File: src/rtl/jtdsp16_paau.sv
// Pointer arithmetic / address unit: NPTR pointers plus j, k, rb, re and a mode
// register. It supports linear, circular (rb..re) and bit-reversed post-modify.
// Ports: reg_sel/load strobes write one register; reg_dout reads it.
//        ptr_sel picks the pointer that drives ram_addr and is post-modified.
//        wrap flags a circular wrap on the last enabled edge; mode is the mode register.
module jtdsp16_paau #(
  parameter int DW   = 16,
  parameter int AW   = 11,
  parameter int NPTR = 4,
  parameter int SW   = 9,
  localparam int PW  = $clog2(NPTR),
  localparam int RW  = PW + 1
) (
  input  logic          rst,
  input  logic          clk,
  input  logic          cen,
  input  logic [RW-1:0] reg_sel,
  input  logic [PW-1:0] ptr_sel,
  input  logic [1:0]    inc_sel,
  input  logic          step_sel,
  input  logic          ksel,
  input  logic          short_load,
  input  logic          long_load,
  input  logic          acc_load,
  input  logic          ram_load,
  input  logic          post_load,
  input  logic          mode_load,
  input  logic [1:0]    mode_in,
  input  logic [SW-1:0] short_imm,
  input  logic [DW-1:0] long_imm,
  input  logic [DW-1:0] acc,
  input  logic [DW-1:0] ram_dout,
  output logic [DW-1:0] reg_dout,
  output logic [AW-1:0] ram_addr,
  output logic          wrap,
  output logic [1:0]    mode
);

  logic [DW-1:0] ptr [NPTR];
  logic [DW-1:0] j_reg, k_reg, rb, re;

  // reg_sel is widened so codes beyond the encodable range (NPTR=2) never alias a pointer
  logic [31:0] sel_w;
  logic        sel_ptr, sel_j, sel_k, sel_rb, sel_re;
  assign sel_w   = 32'(reg_sel);
  assign sel_ptr = sel_w < 32'(NPTR);
  assign sel_j   = sel_w == 32'(NPTR);
  assign sel_k   = sel_w == 32'(NPTR + 1);
  assign sel_rb  = sel_w == 32'(NPTR + 2);
  assign sel_re  = sel_w == 32'(NPTR + 3);

  logic any_load;
  assign any_load = short_load | long_load | acc_load | ram_load;

  // Load data: long immediate > short immediate > acc > ram_dout.
  // Short immediates are signed only when they target the step registers j/k.
  logic [DW-1:0] load_dat;
  always_comb begin
    load_dat = ram_dout;
    if (long_load)
      load_dat = long_imm;
    else if (short_load)
      load_dat = (sel_j || sel_k) ? DW'($signed(short_imm)) : DW'(short_imm);
    else if (acc_load)
      load_dat = acc;
  end

  logic [DW-1:0] unit, step;
  always_comb begin
    case (inc_sel)
      2'd0:    unit = '1;
      2'd1:    unit = '0;
      2'd2:    unit = DW'(1);
      default: unit = DW'(2);
    endcase
    step = step_sel ? (ksel ? k_reg : j_reg) : unit;
  end

  function automatic logic [AW-1:0] bitrev(input logic [AW-1:0] x);
    logic [AW-1:0] r;
    for (int i = 0; i < AW; i++) r[i] = x[AW-1-i];
    return r;
  endfunction

  logic [DW-1:0] cur, nxt;
  logic [AW-1:0] br_low;
  logic          circ_wrap;
  assign cur    = ptr[ptr_sel];
  // Reverse-carry add: the carry propagates from the MSB toward the LSB of the address field
  assign br_low = bitrev(bitrev(cur[AW-1:0]) + bitrev(step[AW-1:0]));

  always_comb begin
    nxt       = cur + step;
    circ_wrap = 1'b0;
    case (mode)
      2'd1: begin
        // re==0 disables the circular buffer so the pointer moves linearly
        if (re != '0) begin
          if (!step[DW-1] && cur == re) begin
            nxt       = rb;
            circ_wrap = 1'b1;
          end else if (step[DW-1] && cur == rb) begin
            nxt       = re;
            circ_wrap = 1'b1;
          end
        end
      end
      2'd2: begin
        nxt         = cur;
        nxt[AW-1:0] = br_low;
      end
      default: ;
    endcase
  end

  // A load of the post-modified pointer overrides the post-modify and its wrap
  logic same_ptr, do_post;
  assign same_ptr = any_load && sel_ptr && (reg_sel[PW-1:0] == ptr_sel);
  assign do_post  = post_load && !same_ptr;

  always_ff @(posedge clk or posedge rst) begin
    if (rst) begin
      for (int i = 0; i < NPTR; i++) ptr[i] <= '0;
      j_reg <= '0;
      k_reg <= '0;
      rb    <= '0;
      re    <= '0;
      mode  <= 2'd0;
      wrap  <= 1'b0;
    end else if (cen) begin
      if (do_post) ptr[ptr_sel] <= nxt;
      if (any_load && sel_ptr) ptr[reg_sel[PW-1:0]] <= load_dat;
      if (any_load && sel_j)  j_reg <= load_dat;
      if (any_load && sel_k)  k_reg <= load_dat;
      if (any_load && sel_rb) rb    <= load_dat;
      if (any_load && sel_re) re    <= load_dat;
      if (mode_load) mode <= mode_in;
      wrap <= do_post && circ_wrap;
    end
  end

  always_comb begin
    reg_dout = '0;
    if (sel_ptr)     reg_dout = ptr[reg_sel[PW-1:0]];
    else if (sel_j)  reg_dout = j_reg;
    else if (sel_k)  reg_dout = k_reg;
    else if (sel_rb) reg_dout = rb;
    else if (sel_re) reg_dout = re;
  end

  assign ram_addr = cur[AW-1:0];

endmodule

File: config.mk
export PLATFORM = sky130hd
export DESIGN_NAME = jtdsp16_paau
export DESIGN_NICKNAME = d
export VERILOG_FILES = /design/src/rtl/jtdsp16_paau.sv
export SDC_FILE = /design/constraint.sdc
export NUM_CORES = 1
export LEC_CHECK = 0
export CAP_MARGIN = 20
export CORE_MARGIN = 4
export CORE_UTILIZATION = 32
export DETAILED_ROUTE_END_ITERATION = 6
export HOLD_SLACK_MARGIN = 0.02
export PLACE_DENSITY = 0.46
export RECOVER_POWER = 50
export SLEW_MARGIN = 30
export SYNTH_ARGS = -nofsm -noshare
export SYNTH_HDL_FRONTEND = slang
export SYNTH_SLANG_ARGS = --single-unit
export TNS_END_PERCENT = 10
File: constraint.sdc
create_clock -name clk -period 5.4 [get_ports clk]
set_clock_uncertainty 0.15 [all_clocks]
set_input_delay 1.35 -clock clk [delete_from_list [all_inputs] [get_ports clk]]
set_output_delay 1.35 -clock clk [all_outputs]
set_load 0.005 [all_outputs]
== After elaboration in Yosys (flattened, before gate mapping) ==
Cells that the tools add are included.
Cells by class
  $add $sub $neg: 2
  magnitude comparators: 5
  eq/ne operators: 11
  mux-type cells: 35
  bitwise operators: 5
  reductions and logical operators: 22
Operators by type and width (count)
  $mux W16: 20
  $mux W64: 3
  $bwmux W64: 2
  $bmux W16 S2: 2
  $demux W16 S2: 2
  $pmux W16 S3: 1
  $eq A16 B16 Y1: 2
  $pmux W16 S2: 1
  $add A16 B16 Y16: 1
  $reduce_bool A16 Y1: 1
  $eq A3 B3 Y1 const B: 4
  $logic_and A1 B1 Y1: 12
  $add A11 B11 Y11: 1
  $reduce_and A2 Y1: 5
  $ge A3 B3 Y1 const B: 2
  $lt A3 B1 Y1 const B: 2
  $not A2 Y3: 2
  $eq A2 B1 Y1 const B: 2
  $eq A2 B2 Y1 const B: 2
  $mux W1: 4
  $lt A3 B3 Y1 const B: 1
  $or A1 B1 Y1: 3
  $eq A2 B2 Y1: 1
  $logic_not A1 Y1: 2
  other kinds (2): 2
Storage, ports and cells
  register bits after elaboration: 131
  input bits: 77
  output and inout bits: 30
  word-level logic and storage cells: 90

== Depth between registers and ports, before layout ==
  depth in word-level cells: 15
  gate-level depth with buffers: 15
  mapped depth without buffers: 14

== Worst setup path after synthesis ==
OpenSTA, ideal clock, no wires.
  path kind: input-to-reg
  start point: input port ptr_sel[0]
  end point: register ptr[28] (netlist bit)
  library setup time: 0.137 ns
  arrival: 4.700 ns
  data required time: 5.113 ns
  setup slack: 0.413 ns
  stages on the path: 15
  path buffers: 4
  cell sequence: buf_2 -> buf_6 -> buf_6 -> clkbuf_1 -> a21oi_1 -> ha_1 -> fa_1 -> a211oi_1 -> o21ai_0 -> a2111oi_0 -> o31a_1 -> nor2_1 -> xor2_1 -> a221oi_2 -> a21oi_1
On the way
  word-level cells in the longest chain between the ends: 15
  elaborated cells on any way between the ends: 27
  classes of those cells: 1 x add/sub; 2 x order compare; 3 x eq/ne; 14 x mux; 1 x bitwise; 6 x reduce/logical
Ends and longest elaborated chain
  start: declaration: line 18  | input logic [PW-1:0] ptr_sel,
  $not A2 Y3 (not written as such) *: line 88  | assign cur = ptr[ptr_sel];
  $bmux W16 S2 *: line 88
  $mux W16 (not written as such) * (2 in series): line 88
  via ram_addr[0]: line 34  | output logic [AW-1:0] ram_addr,
  branches (longest 5 deep; another with $add A16 B16 Y16)
  $pmux W16 S2 *: line 95  | case (mode)
  $bwmux W64 *: line 131  | if (do_post) ptr[ptr_sel] <= nxt;
  $mux W64 *: line 131
  $mux W64 *: line 130  | end else if (cen) begin
  $bwmux W64: line 132  | if (any_load && sel_ptr) ptr[reg_sel[PW-1:0]] <= load_dat;
  $mux W64 *: line 132
  end signal: indexed assignment: line 131
  end signal: indexed assignment: line 132
  end: declaration: line 39  | logic [DW-1:0] ptr [NPTR];
Mark *: on every way through the listed nets, which the timed path passes. The select of a mux whose other input is x is not followed.
A chain may end at the register's enable or synchronous reset.

== Worst setup path in the final report ==
  start point: input port inc_sel[1]
  end point: register ptr[62] (netlist bit)
On the way
  word-level cells in the longest chain between the ends: 13
  elaborated cells on any way between the ends: 18
  classes of those cells: 1 x add/sub; 2 x eq/ne; 11 x mux; 4 x reduce/logical
Ends and longest elaborated chain
  start: declaration: line 19  | input logic [1:0] inc_sel,
  $eq A2 B2 Y1 (tied with other cells): line 70  | case (inc_sel)
  $pmux W16 S3 *: line 70
  $mux W16 *: line 76  | step = step_sel ? (ksel ? k_reg : j_reg) : unit;
  $add A16 B16 Y16 (tied with other cells): line 93  | nxt = cur + step;
  $mux W16 / $logic_and A1 B1 Y1 (equally long branches): line 102, 99
  $mux W16: line 99  | if (!step[DW-1] && cur == re) begin
  $mux W16: line 98  | if (re != '0) begin
  $pmux W16 S2 *: line 95
  $bwmux W64 *: line 131
  $mux W64 *: line 131
  $mux W64 *: line 130
  $bwmux W64: line 132
  $mux W64 *: line 132
Mark *: on every way between the ends. The rest lies on a longest branch, timed or not. The select of a mux whose other input is x is not followed.

==> flow_metrics.env <==
export IMPL_ir_drop_uv=265.0
export IMPL_wirelength_um=46490
export IMPL_gp_congestion=0.9602
export IMPL_cts_path_max_buffers=2
export IMPL_die_y_um=186.8
export IMPL_place_ws_ps=-100.6
export IMPL_final_antenna_net_count=0
export IMPL_synth_seq_cells=131
export IMPL_clk_insertion_delay_late_ps=440
export IMPL_crit_path_start_kind="input pin"
export IMPL_violations="capacitance limit, slew limit"
export IMPL_critical_path_endpoint_type="flop"
export IMPL_core_area_sq_um=31560
export IMPL_drt_initial_drc_count=1140
export IMPL_port_buffers=106
export IMPL_start_util=0.3242
export IMPL_yosysWarnings=0
export IMPL_worst_slew_pin_transition_ps=2529
export IMPL_fmax_mhz=197.2
export IMPL_synth_edff_count=0
export IMPL_viasPerCell=6.226
export IMPL_firstDrtPassIters=5
export IMPL_postSynthCellCount=1105
export IMPL_fin_ws_ps=329.4
export IMPL_period_needed_ps=5071
export IMPL_power_uw=6377
export IMPL_fin_util=0.4029
export IMPL_synth_nets=1204
export IMPL_ys_flop_type="dfrtp_1"
export IMPL_clkSinkCount=131
export IMPL_cts_tree="done"
export IMPL_io_pins=107
export IMPL_grt_pass1_wl_um=67700
export IMPL_cp_data_arrival_time_ps=5280
export IMPL_ys_seq_area_frac=0.3204
export IMPL_outcome="complete, but fails checks"
export IMPL_crit_type="input pin to flop"
export IMPL_dpl_cell_area_sq_um=12140
export IMPL_ys_types=77
export IMPL_synthesis_area_sq_um=10230
export IMPL_critical_path_max_fanout=4
export IMPL_drc=0
export IMPL_grt_pass1_vias=9919
export IMPL_cts_buffers=17
export IMPL_root_buffer="clkbuf_16"
export IMPL_largest_reg_flops=64
export IMPL_die_area_sq_um=34900
export IMPL_htree_levels=4
export IMPL_finalHoldViolations=0
export IMPL_min_path_type="flop to flop"
export IMPL_vias=10199
export IMPL_rsz0062_at_grt="no"
export IMPL_cp_required_ps=5610
export IMPL_hpwl_um=35630
export IMPL_maxSlewViolCount=145
export IMPL_fin_crit_sh=0.9390
export IMPL_overflow=0
export IMPL_cellPowerDensity_nw_per_um2=501.6
export IMPL_post_drt_wl_per_cell_um=28.38
export IMPL_cts_clk_slew_worst_paths_ps=60
export IMPL_max_cap_violations=2
export IMPL_syn_avg_cell_area_sq_um=9.259
export IMPL_leakage_uw=0.004852
export IMPL_finalNetCount=1324
export IMPL_antenna_found_initial=2
export IMPL_area_growth_pct=24.26
export IMPL_final_area_sq_um=12710
export IMPL_grt_max_degree=112
export IMPL_rows=65
export IMPL_gr_usage_all_layers=0.2608
export IMPL_slew_headroom=-0.6860
export IMPL_ys_async_sr_fraction=1.000
export IMPL_die_x_um=186.8
export IMPL_largest_register="ptr"
export IMPL_setup_viol=0
export IMPL_drive_gt1_frac=0.1822
## placed cells by master, fill, tap and decap left out, types with 20 or more instances in the layout
cell | Yosys | final
mux4_2 | 47 | 47
dfrtp_1 | 131 | 131
nor3_1 | 27 | 22
ha_1 | 20 | 20
nand2_1 | 61 | 61
buf_4 | 2 | 71
clkdlybuf4s50_1 | 0 | 96
nor2_1 | 95 | 91
mux2i_1 | 40 | 40
a21oi_1 | 138 | 138
o21ai_0 | 26 | 25
inv_1 | 21 | 20
mux2_2 | 31 | 31
o22ai_1 | 69 | 69
xnor2_1 | 27 | 27
a211oi_1 | 22 | 22
## cell families (layout without fill, tap and decap cells)
group	count (synthesis)	after routing	synth area share
mux	118	118	0.1767
buf+inv	111	241	0.04537
fa+ha+maj	22	22	0.02837
other cells	0	1	0
xor+xnor	40	40	0.03571
flops	131	131	0.3204
compound gates	383	383	0.2487
simple gates	300	300	0.1447
## through the flow
step	hold WS (ps)	TNS, ps	instances
2_1_floorplan	355.5	0	1105
3_3_place_gp	393.2	-14.20	1607
3_5_place_dp	392.6	-415.6	1607
4_1_cts	404.4	0	1636
5_1_grt	432.6	0	1637
6_report	402.8	0	1638
## synth_stat cells, drive strengths merged (20+ instances only)
cell type / number / area share
a21oi: 139 / 0.069
dfrtp: 131 / 0.32
nor2: 96 / 0.035
o22ai: 69 / 0.042
clkbuf: 68 / 0.025
nand2: 61 / 0.022
mux4: 47 / 0.10
mux2i: 40 / 0.039
mux2: 31 / 0.034
xnor2: 29 / 0.026
nor3: 28 / 0.014
o21ai: 26 / 0.013
a211oi: 22 / 0.016
inv: 21 / 0.0077
buf: 20 / 0.012
ha: 20 / 0.024
## report_power, final
part           internal (uW)  switching [uW]
combinational           1530            1970
sequential              1290             397
clock                    729             464
total                   3550            2830
## critical path, stage by stage
cell,delay (ps)
clkdlybuf4s50_1,480
inv_1,60
ha_1,170
nor3_1,290
a21oi_1,110
ha_1,230
fa_1,430
a211oi_1,280
o21ai_0,210
a2111oi_1,510
o31ai_1,230
a31oi_1,280
xnor2_1,210
nand2_1,190
a31oi_1,230
## cell type report
| type | count | area [sq um] |
|---|---|---|
| antenna | 1 | 2.502 |
| fill | 3174 | 18840 |
| clock buffer | 20 | 446.7 |
| timing repair buffer | 189 | 1703 |
| inverter | 23 | 90.09 |
| tap | 402 | 503.0 |
| clock inverter | 9 | 133.9 |
| multi-input combinational | 863 | 6556 |
| sequential | 131 | 3278 |
## what timing repair did
| item | CTS | global route |
|---|---|---|
| resized for setup | 0 | 1 |
| endpoints found under the setup margin | 0 | 4 |
| hold buffers | 0 | 0 |
| setup buffers | 0 | 0 |
## path summary, 6_finish.rpt
check                      startpoint       end  slack [ps]  depth (start not counted)
max in group asynchronous         rst  k_reg[4]        1510                          3
min                              wrap      wrap         400                          1
max                        inc_sel[1]   ptr[62]         330                         15
min reg2reg                      wrap      wrap         400                          1
min in group asynchronous         rst     rb[3]        2040                          2
max reg2reg                   ptr[16]   ptr[62]        1350                         14
## routing by layer
metal / GRT usage / routed length [um] / part of all wire
met1: 0.3663 / 20670 / 0.44
met2: 0.4009 / 21050 / 0.45
met3: 0.04676 / 3166 / 0.068
met4: 0.1035 / 1592 / 0.034
met5: 0 / 13 / 0.00028
(Power assumes the default switching activity.)
